## config.mk

```make
export PLATFORM = sky130hd
export DESIGN_NAME = ps2_host_tx
export DESIGN_NICKNAME = d
export VERILOG_FILES = /design/src/rtl/ps2_pkg.sv /design/src/rtl/ps2_line_filter.sv /design/src/rtl/ps2_host_tx.sv
export SDC_FILE = /design/constraint.sdc
export NUM_CORES = 1
export LEC_CHECK = 0
export ABC_CLOCK_PERIOD_IN_PS = 3100
export CAP_MARGIN = 20
export CORE_MARGIN = 4
export CORE_UTILIZATION = 55
export CTS_BUF_LIST = sky130_fd_sc_hd__clkbuf_4 sky130_fd_sc_hd__clkbuf_8 sky130_fd_sc_hd__clkbuf_16
export CTS_CLUSTER_DIAMETER = 120
export DETAILED_ROUTE_END_ITERATION = 6
export GPL_TIMING_DRIVEN = 0
export PLACE_DENSITY = 0.74
export SLEW_MARGIN = 20
export SYNTH_ARGS = -nofsm -noshare
export SYNTH_HDL_FRONTEND = slang
export SYNTH_SLANG_ARGS = --single-unit
```

## constraint.sdc

```tcl
create_clock -name clock -period 3.1 [get_ports clock]
set_input_delay 0.62 -clock clock [delete_from_list [all_inputs] [get_ports clock]]
set_output_delay 0.62 -clock clock [all_outputs]
set_load 0.02 [all_outputs]
```

## src/rtl/ps2_pkg.sv

```systemverilog
// Shared definitions for the PS/2 host-side blocks: FSM states, frame
// geometry and default 50 MHz timing constants.
package ps2_pkg;

  typedef enum logic [2:0] {
    IDLE      = 3'd0,
    INHIBIT   = 3'd1,
    REQ       = 3'd2,
    SHIFT     = 3'd3,
    ACK       = 3'd4,
    WAIT_IDLE = 3'd5
  } ps2_state_e;

  // start + 8 data + parity + stop; the device ACK arrives on the 11th fall
  localparam int FRAME_BITS = 11;
  localparam int ACK_FALL   = 11;

  localparam int DEF_INHIBIT_CYCLES = 6000;    // 120 us
  localparam int DEF_REQ_CYCLES     = 50;
  localparam int DEF_TIMEOUT_CYCLES = 750000;  // 15 ms
  localparam int DEF_FILTER_LEN     = 8;

  // PS/2 uses odd parity: the parity bit makes the total count of ones odd
  function automatic logic odd_parity(input logic [7:0] b);
    return ~^b;
  endfunction

endpackage

```

## src/rtl/ps2_line_filter.sv

```systemverilog
// Conditions one raw PS/2 pad: 2-FF synchroniser, stable-run filter and a
// one-cycle pulse on every filtered 1->0 transition. Idle level is 1.
module ps2_line_filter #(
  parameter int FILTER_LEN = 8
) (
  input  logic clock,
  input  logic reset,
  input  logic pad_i,
  output logic level_o,
  output logic fall_o
);

  localparam int            CW       = $clog2(FILTER_LEN + 1);
  localparam logic [CW-1:0] CNT_LAST = CW'(FILTER_LEN - 1);

  logic          sync1_q;
  logic          sync2_q;
  logic          level_q;
  logic          fall_q;
  logic [CW-1:0] cnt_q;

  // Bring the asynchronous pad into the clock domain
  always_ff @(posedge clock or posedge reset) begin
    if (reset) begin
      sync1_q <= 1'b1;
      sync2_q <= 1'b1;
    end else begin
      sync1_q <= pad_i;
      sync2_q <= sync1_q;
    end
  end

  // Accept a new level only after FILTER_LEN consecutive differing samples
  always_ff @(posedge clock or posedge reset) begin
    if (reset) begin
      level_q <= 1'b1;
      cnt_q   <= '0;
      fall_q  <= 1'b0;
    end else begin
      fall_q <= 1'b0;
      if (sync2_q == level_q) begin
        cnt_q <= '0;
      end else if (cnt_q == CNT_LAST) begin
        level_q <= sync2_q;
        cnt_q   <= '0;
        fall_q  <= ~sync2_q;
      end else begin
        cnt_q <= cnt_q + CW'(1);
      end
    end
  end

  assign level_o = level_q;
  assign fall_o  = fall_q;

endmodule

```

## src/rtl/ps2_host_tx.sv

```systemverilog
// PS/2 host-to-device command transmitter. Performs the inhibit /
// request-to-send handshake, shifts one byte out on device clock falls,
// collects the device ACK and reports done/ack_err/timeout.
module ps2_host_tx
  import ps2_pkg::*;
#(
  parameter int INHIBIT_CYCLES = DEF_INHIBIT_CYCLES,
  parameter int REQ_CYCLES     = DEF_REQ_CYCLES,
  parameter int TIMEOUT_CYCLES = DEF_TIMEOUT_CYCLES,
  parameter int FILTER_LEN     = DEF_FILTER_LEN
) (
  input  logic       clock,
  input  logic       reset,
  input  logic [7:0] tx_data,
  input  logic       tx_valid,
  output logic       tx_ready,
  input  logic       ps2_clk_in,
  input  logic       ps2_dat_in,
  output logic       ps2_clk_oe,
  output logic       ps2_dat_oe,
  output logic       done,
  output logic       ack_err,
  output logic       timeout,
  output logic       rx_inhibit
);

  localparam int PHASE_MAX = (INHIBIT_CYCLES > REQ_CYCLES) ? INHIBIT_CYCLES : REQ_CYCLES;
  localparam int PW        = $clog2(PHASE_MAX + 1);
  localparam int TW        = $clog2(TIMEOUT_CYCLES + 1);

  localparam logic [PW-1:0] INH_LAST   = PW'(INHIBIT_CYCLES - 1);
  localparam logic [PW-1:0] REQ_LAST   = PW'(REQ_CYCLES - 1);
  localparam logic [TW-1:0] TMO_LAST   = TW'(TIMEOUT_CYCLES - 1);
  // bit counter value just before the fall that puts the stop bit out
  localparam logic [3:0]    LAST_SHIFT = 4'(ACK_FALL - 2);

  ps2_state_e    state_q;
  logic [9:0]    shreg_q;
  logic [PW-1:0] phase_cnt_q;
  logic [TW-1:0] tmo_cnt_q;
  logic [3:0]    bit_cnt_q;
  logic          clk_oe_q;
  logic          dat_oe_q;
  logic          done_q;
  logic          ack_err_q;
  logic          timeout_q;
  logic          rx_inh_q;
  logic          tx_ready_q;

  logic clk_level;
  logic clk_fall;
  logic dat_level;
  logic unused_dat_fall;
  logic frame_active;
  logic tmo_expired;

  ps2_line_filter #(.FILTER_LEN(FILTER_LEN)) u_clk_filt (
    .clock   (clock),
    .reset   (reset),
    .pad_i   (ps2_clk_in),
    .level_o (clk_level),
    .fall_o  (clk_fall)
  );

  ps2_line_filter #(.FILTER_LEN(FILTER_LEN)) u_dat_filt (
    .clock   (clock),
    .reset   (reset),
    .pad_i   (ps2_dat_in),
    .level_o (dat_level),
    .fall_o  (unused_dat_fall)
  );

  // The timeout window spans everything after the host releases CLK
  assign frame_active = (state_q == SHIFT) || (state_q == ACK) || (state_q == WAIT_IDLE);
  assign tmo_expired  = frame_active && (tmo_cnt_q == TMO_LAST);

  // Transmit FSM with all outputs registered
  always_ff @(posedge clock or posedge reset) begin
    if (reset) begin
      state_q     <= IDLE;
      shreg_q     <= '0;
      phase_cnt_q <= '0;
      tmo_cnt_q   <= '0;
      bit_cnt_q   <= '0;
      clk_oe_q    <= 1'b0;
      dat_oe_q    <= 1'b0;
      done_q      <= 1'b0;
      ack_err_q   <= 1'b0;
      timeout_q   <= 1'b0;
      rx_inh_q    <= 1'b0;
      tx_ready_q  <= 1'b1;
    end else begin
      done_q <= 1'b0;
      if (tmo_expired) begin
        // abort beats any fall_clk arriving on the same cycle
        clk_oe_q   <= 1'b0;
        dat_oe_q   <= 1'b0;
        done_q     <= 1'b1;
        timeout_q  <= 1'b1;
        ack_err_q  <= 1'b1;
        rx_inh_q   <= 1'b0;
        tx_ready_q <= 1'b1;
        state_q    <= IDLE;
      end else begin
        case (state_q)
          IDLE: begin
            if (tx_valid && tx_ready_q) begin
              shreg_q     <= {1'b1, odd_parity(tx_data), tx_data};
              ack_err_q   <= 1'b0;
              timeout_q   <= 1'b0;
              phase_cnt_q <= '0;
              clk_oe_q    <= 1'b1;
              dat_oe_q    <= 1'b0;
              rx_inh_q    <= 1'b1;
              tx_ready_q  <= 1'b0;
              state_q     <= INHIBIT;
            end
          end
          INHIBIT: begin
            if (phase_cnt_q == INH_LAST) begin
              phase_cnt_q <= '0;
              dat_oe_q    <= 1'b1;   // start bit
              state_q     <= REQ;
            end else begin
              phase_cnt_q <= phase_cnt_q + PW'(1);
            end
          end
          REQ: begin
            if (phase_cnt_q == REQ_LAST) begin
              clk_oe_q  <= 1'b0;
              bit_cnt_q <= '0;
              tmo_cnt_q <= '0;
              state_q   <= SHIFT;
            end else begin
              phase_cnt_q <= phase_cnt_q + PW'(1);
            end
          end
          SHIFT: begin
            tmo_cnt_q <= tmo_cnt_q + TW'(1);
            if (clk_fall) begin
              dat_oe_q  <= ~shreg_q[0];
              shreg_q   <= {1'b0, shreg_q[9:1]};
              bit_cnt_q <= bit_cnt_q + 4'd1;
              if (bit_cnt_q == LAST_SHIFT) begin
                state_q <= ACK;
              end
            end
          end
          ACK: begin
            tmo_cnt_q <= tmo_cnt_q + TW'(1);
            if (clk_fall) begin
              ack_err_q <= dat_level;   // device pulls DAT low to acknowledge
              bit_cnt_q <= bit_cnt_q + 4'd1;
              state_q   <= WAIT_IDLE;
            end
          end
          WAIT_IDLE: begin
            tmo_cnt_q <= tmo_cnt_q + TW'(1);
            if (clk_level && dat_level) begin
              done_q     <= 1'b1;
              rx_inh_q   <= 1'b0;
              tx_ready_q <= 1'b1;
              state_q    <= IDLE;
            end
          end
          default: begin
            clk_oe_q   <= 1'b0;
            dat_oe_q   <= 1'b0;
            rx_inh_q   <= 1'b0;
            tx_ready_q <= 1'b1;
            state_q    <= IDLE;
          end
        endcase
      end
    end
  end

  assign tx_ready   = tx_ready_q;
  assign ps2_clk_oe = clk_oe_q;
  assign ps2_dat_oe = dat_oe_q;
  assign done       = done_q;
  assign ack_err    = ack_err_q;
  assign timeout    = timeout_q;
  assign rx_inhibit = rx_inh_q;

endmodule

```

==> metrics, run 1 <==
total routed wirelength between 9 and 10 mm; beginning of the critical path tmo_cnt_q[4]; # fillers 600; Root Buffer clkbuf_8; Max Freq about 0.36 GHz; post-DP HPWL 6.599 mm; Unique masters post-synth 62; Ys Warns 0; starting density of the core a little under three fifths; Post-Synth Adder-Cell Area approximately 2.1%; Mapped Cells 440; Hold Buf Count CTS 0; Setup Viol. Count Final 0; Seq pwr share 42.0%; post-DR wirelength/cell ~16 µm; xor and xnor fraction of the mapped netlist area between 2 and 3%; ys async rst share 100.0%; Slew Limit Fails 0; crit-path cells nor4bb_1 > nand4_1 > o21ai_1 > o21bai_1 > buf_4 > mux2_2; initial antenna violation count 0; largest family of logic cells by synthesized area simple AND/OR/NAND/NOR gates; Netlist Area Pre-Place around 4100 µm²; Hold Startpoint u_dat_filt.sync1_q; unrepaired setup endpoints after global routing false; syn_area_per_cell about 9.4 µm²; setup repair bufs after CTS 0; routed via count 3524; Top FF cell, synth dfrtp_1; crit path launch type flop; Worst-path clk slew approximately 80 ps; CP max stage cell o21ai_1; initial detailed-routing violation count 240; critical path class reg2reg; Worst Tran Pin Value 847.1 ps; IO buf count 19; 1st-pass router iterations 7; Post-Syn Nets 460; GR Util All Layers between 20% and 30%; Die Wd around 95 µm; Critical Path Sink Type flop; fin crit share 90.27%; Core Region between 7000 and 8000 µm²; Clock power frac approximately 29%; post-place instance area roughly 4500 µm²; Hold Path Cell Cnt 0; first-pass GRT wire length between 15 and 20 mm; Vias/cell slightly above 6; post-synthesis mux area share under 10%; area leader, netlist dfrtp_1; number of cells on the critical path 6; grt total ovfl 0; share of post-route cells with drive strength above 1 between 10% and 20%; fin area 4706 µm²; Crit path largest cell delay 720 ps; number of remaining DRC errors 0; layout overhead on the synthesized area 14.25%; Synth area leaders dfrtp_1, nand2_1, dfstp_2, mux2_2, o21ai_0; Rows 31; worst r2r src tmo_cnt_q[4]; sequential area share after synthesis between 40% and 50%; max cap viols 0; post-route minimum period approximately 2800 ps; maximum vdd drop roughly 430 µV; I/O pins 20; delay-heaviest family, CP compound AO/OA/AOI/OAI gates; path type of the worst min-delay path reg2reg; crit path max fanout 10; clk_skew 10.53 ps; GPL Wtd Cong 0.9391; Int Pwr ~2.1 mW; Bufs on Longest Clock Path 2; TritonCTS clock tree done; clk sinks 72; Critical Path AT approximately 3000 ps; Die ar. approximately 9000 µm²; outcome finished, final reports clean; WP data required 3330 ps; EDFF count, synth 0; CTS resizes 0; worst hold margin 349.2 ps; Final Hold Fails 0; Sw Share about a third; worst reg2reg path depth 6; vias in the first global route about 3400; Die Y about 95 µm; leak pwr approximately 1.9 nW; post-synth top area share between 30% and 40%; CP Buf/Inv Count 1; Final nets just under 500; largest net degree at the start of global routing 41; CTS buffer count 9; final cell count without fillers roughly 580; placed insts around 560; switching power between 0.9 and 1 mW; Post-Synth Simple-Gate Area between 20% and 30%; power per standard cell area ~660 nW/µm²; complex-gate fraction of the synthesized area 18.04%; n_diodes 0; Combinational Power Share approximately 29%; #FFs+latches synth a little over 70; final antenna-violating net count 0; H-tree levels 3; worst skew pair latency between 300 and 400 ps; Slew headroom between 40 and 50%
## kinds of logic after synthesis
kind of cell,Yosys count
simple gates,197
compound gates,106
flops,72
buf+inv,31
mux,15
xor+xnor,12
fa+ha+maj,7
## worst reg2reg max path, delay by kind of cell (launching register included)
family,cells,cell delay (ps)
mux,1,350
flops,1,440
simple gates,2,740
buf+inv,1,210
compound gates,2,940
## through the flow
stage	total power [mW]	setup TNS, ps	setup WS (ps)	utilization (%)
2_1_floorplan	1.974	0	666.7	-
3_3_place_gp	2.186	-32360	-501.6	61.12
3_5_place_dp	2.222	0	332.2	61.51
4_1_cts	3.133	0	321.0	64.88
5_1_grt	3.317	0	97.41	64.88
6_report	3.117	0	301.7	64.88
## final timing paths
kind	slack [ps]	endpoint
max in group asynchronous	1880	u_dat_filt.sync1_q
setup reg to reg	300	shreg_q[5]
hold reg to reg	350	u_dat_filt.sync2_q
min in group asynchronous	620	u_dat_filt.cnt_q[3]
setup / recovery	300	shreg_q[5]
hold / removal	350	u_dat_filt.sync2_q
## power groups by stage
stage / sequential, mW / clock (mW) / combinational [mW]
floorplan: 1.29 / 0 / 0.680
global placement: 1.31 / 0 / 0.872
detailed placement: 1.32 / 0 / 0.898
CTS: 1.31 / 0.914 / 0.911
global route: 1.34 / 0.959 / 1.02
finish: 1.31 / 0.900 / 0.906
## layout by cell type, fill, tap and decap left out, types with 4 or more instances in the layout
cell | netlist | routed
or2_2 | 4 | 4
xnor2_1 | 11 | 11
buf_2 | 4 | 4
or4_1 | 7 | 7
o31ai_1 | 12 | 12
a221o_1 | 6 | 6
nor2b_1 | 8 | 8
nand3_1 | 23 | 23
dfstp_2 | 7 | 7
nand4_1 | 14 | 14
a211oi_1 | 5 | 5
inv_1 | 12 | 11
a211o_1 | 4 | 4
a21oi_1 | 22 | 22
nor3_1 | 6 | 6
clkbuf_1 | 11 | 11
nand3b_1 | 5 | 5
and3_1 | 8 | 8
nor4_1 | 5 | 4
nand2b_1 | 5 | 5
dfrtp_1 | 65 | 65
mux2_2 | 13 | 13
ha_1 | 7 | 7
clkbuf_8 | 0 | 9
o21ai_0 | 26 | 26
or3_1 | 4 | 4
o22ai_1 | 5 | 5
and2_1 | 4 | 4
nand2_1 | 55 | 55
clkdlybuf4s50_1 | 0 | 19
nor2_1 | 29 | 29
## per-layer routing
layer,up-vias,part of all wire [%],global-route usage (%)
met3,15,4.6,5.179
li1,1700,-,-
met2,89,47,36.23
met1,1720,46,30.76
met4,0,1.6,7.212
met5,-,0,0
## final cells by class
class,count,area [µm²],area share [%]
inverters,12,47.55,1.010
multi-input cells,337,2182,46.37
clock inverters,5,105.1,2.233
plain buffers,19,87.58,1.861
flip-flops and latches,72,1810,38.47
clock buffers,11,138.9,2.951
well taps,99,123.9,2.632
repair buffers,20,210.2,4.467
## Yosys cell counts (all sizes together) (5+ instances only)
master  count
mux2       13
dfstp       7
or4        10
nor2b       8
nand3      23
and3        8
nor2       29
dfrtp      65
nand4      14
a21oi      24
buf         8
nand3b      5
o31ai      12
nand2      55
inv        12
xnor2      11
a211oi      5
o21ai      27
clkbuf     11
nand2b      5
nor4        5
nor3        7
ha          7
o22ai       6
a221o       6
## registers in the layout (all words and copies together) (netlist names), 3 cells and up
name and cells:
u_dat_filt.cnt_q 4, u_clk_filt.cnt_q 4, bit_cnt_q 4, shreg_q 10, state_q 3, phase_cnt_q 13
tmo_cnt_q 20
(Power assumes the default switching activity.)
==> run 2, diff against run 1 <==
- SKIP_CTS_REPAIR_TIMING: not set -> 1
- SKIP_LAST_GASP: not set -> 1
==> results of run 2 <==
Final layout, timing and power as in run 1 (identical DEF).
==> run 3, diff against run 2 <==
- CORE_UTILIZATION: 55 -> 36
- PLACE_DENSITY: 0.74 -> not set
==> run 3 against run 2 <==
Die area increased by 48%. Flip-flop and latch count unchanged. Largest cell class unchanged. Sequential power about the same. Wire length increased by 6.3%. Critical path depth unchanged. Global-route usage decreased by 7.1 points. Via count decreased by 1.5%.
==> metrics, run 3 (synthesis results as in run 1) <==
clk sinks 72; initial antenna violation count 0; Worst Tran Pin Value about 740 ps; post-route minimum period around 2800 ps; 1st-pass router iterations 5; leak pwr just under 2 nW; Max Freq 0.3575 GHz; final antenna-violating net count 0; share of post-route cells with drive strength above 1 a little over an eighth; final core occ between 40% and 50%; worst skew pair latency roughly 340 ps; total routed wirelength around 10 mm; max cap viols 0; Top Registers tmo_cnt_q x20, phase_cnt_q x13, shreg_q x10; clk_skew 5.579 ps; r2r endpoint shreg_q[0]; worst reg2reg path depth 6; Hold Path Cell Cnt 0; power per standard cell area just under 700 nW/µm²; Die Y around 110 µm; max FFs per register 20; worst hold margin between 300 and 400 ps; Hold Startpoint u_dat_filt.sync1_q; I/O pins 20; Slew headroom 50.41%; first-pass GRT wire length 16.57 mm; initial detailed-routing violation count 189; Total Neg Setup Slack 0 ps; unrepaired setup endpoints after global routing false; leading cell types in the layout, fill and taps excluded dfrtp_1, nand2_1, nor2_1; Die ar. roughly 13000 µm²; post-place instance area about 4500 µm²; Final WS setup around 300 ps; Seq pwr share around two fifths; Worst Hold Endpoint u_dat_filt.sync2_q; outcome finished, final reports clean; H-tree levels 3; post-DR wirelength/cell between 15 and 20 µm; Final nets 491; Combinational Power Share between 20% and 30%; Most flops, register tmo_cnt_q; Die Wd around 110 µm; Critical Path AT just over 3000 ps; Worst-path clk slew roughly 60 ps; reg-to-reg slack, setup between 300 and 400 ps; delay-heaviest family, CP compound AO/OA/AOI/OAI gates; routed via count between 3000 and 4000; crit path max fanout 10; Bufs on Longest Clock Path 2; Crit path largest cell delay 680 ps; Int Pwr approximately 2.3 mW; CP max stage cell o21ai_1; Rows 38; CTS buffer count 9; fin area approximately 4800 µm²; crit path launch type flop; WP data required roughly 3300 ps; critical path class reg2reg; Setup Viol. Count Final 0; n_diodes 0; number of remaining DRC errors 0; Vias/cell approximately 5.6; vias in the first global route 3495; crit-path cells nor4bb_1 > nand4_1 > o21ai_1 > o21bai_1 > buf_4 > mux2_2; Core Region approximately 11000 µm²; starting density of the core about 37%; TritonCTS clock tree done; IO buf count 19; layout overhead on the synthesized area 17.50%; GR Util All Layers approximately 16%; worst r2r src tmo_cnt_q[5]; Sw Share roughly 31%; maximum vdd drop approximately 380 µV; Clock power frac approximately a third; grt total ovfl 0; GPL Wtd Cong roughly 0.83; DP Worst Slack between 300 and 400 ps; post-DP HPWL around 6.9 mm; CP Buf/Inv Count 1; Final Hold Fails 0; switching power between 1 and 1.5 mW; most common cell after layout, fill and taps aside dfrtp_1; Root Buffer clkbuf_16; Slew Limit Fails 0; Critical Path Sink Type flop; largest net degree at the start of global routing 39; fin crit share between 90% and 100%; path type of the worst min-delay path reg2reg
## run 3: cell types whose count changed in the layout (fill, tap and decap cells not counted), sizes merged
| cell | delta |
|---|---|
| clkinv | +1 |
| bufinv | -1 |
## run 3: power by group through the flow
| stage | combinational, mW | clock (mW) | sequential, mW |
|---|---|---|---|
| final | 0.911 | 1.13 | 1.31 |
| after global routing | 1.01 | 1.21 | 1.34 |
| after CTS | 0.917 | 1.16 | 1.31 |
| after detailed placement | 0.911 | 0 | 1.32 |
| after global placement | 0.883 | 0 | 1.32 |
| after floorplan | 0.680 | 0 | 1.29 |
## run 3: final cells by class
type | count | area, µm²
Buffer | 19 | 87.58
Clock buffer | 11 | 246.5
Clock inverter | 5 | 80.08
Fill cell | 1077 | 6191
Inverter | 12 | 47.55
Multi-Input combinational cell | 337 | 2182
Sequential cell | 72 | 1810
Tap cell | 140 | 175.2
Timing Repair Buffer | 20 | 210.2
## run 3: worst reg2reg max path, cell delays in order (launching register included)
cell	delay [ps]
dfrtp_1	430
nor4bb_1	350
nand4_1	450
o21ai_1	680
o21bai_1	200
buf_4	210
mux2_2	360
## run 3: layer usage
layer	up-vias	routed length, µm	global-route usage (%)
li1	1696	-	-
met1	1675	4532	20.04
met2	82	4628	24.77
met3	17	456	4.158
met4	0	215	6.808
met5	-	0	0
## run 3: metrics by stage
step                total power, mW  cells
global placement              2.200    599
global route                  3.558    616
floorplan                     1.974    440
finish                        3.352    616
detailed placement            2.234    600
CTS                           3.383    616
## run 3: how the worst max path moves through the flow
| stage | from | slack, ps | to | cells after the start |
|---|---|---|---|---|
| 2_1_floorplan | reset | 670 | ack_err | 1 |
| 3_3_place_gp | reset | -630 | tmo_cnt_q[15] | 2 |
| 3_5_place_dp | tx_valid | 310 | shreg_q[0] | 7 |
| 4_1_cts | tmo_cnt_q[4] | 340 | shreg_q[0] | 6 |
| 5_1_grt | tmo_cnt_q[4] | 50 | shreg_q[7] | 6 |
| 6_report | tmo_cnt_q[5] | 300 | shreg_q[0] | 6 |
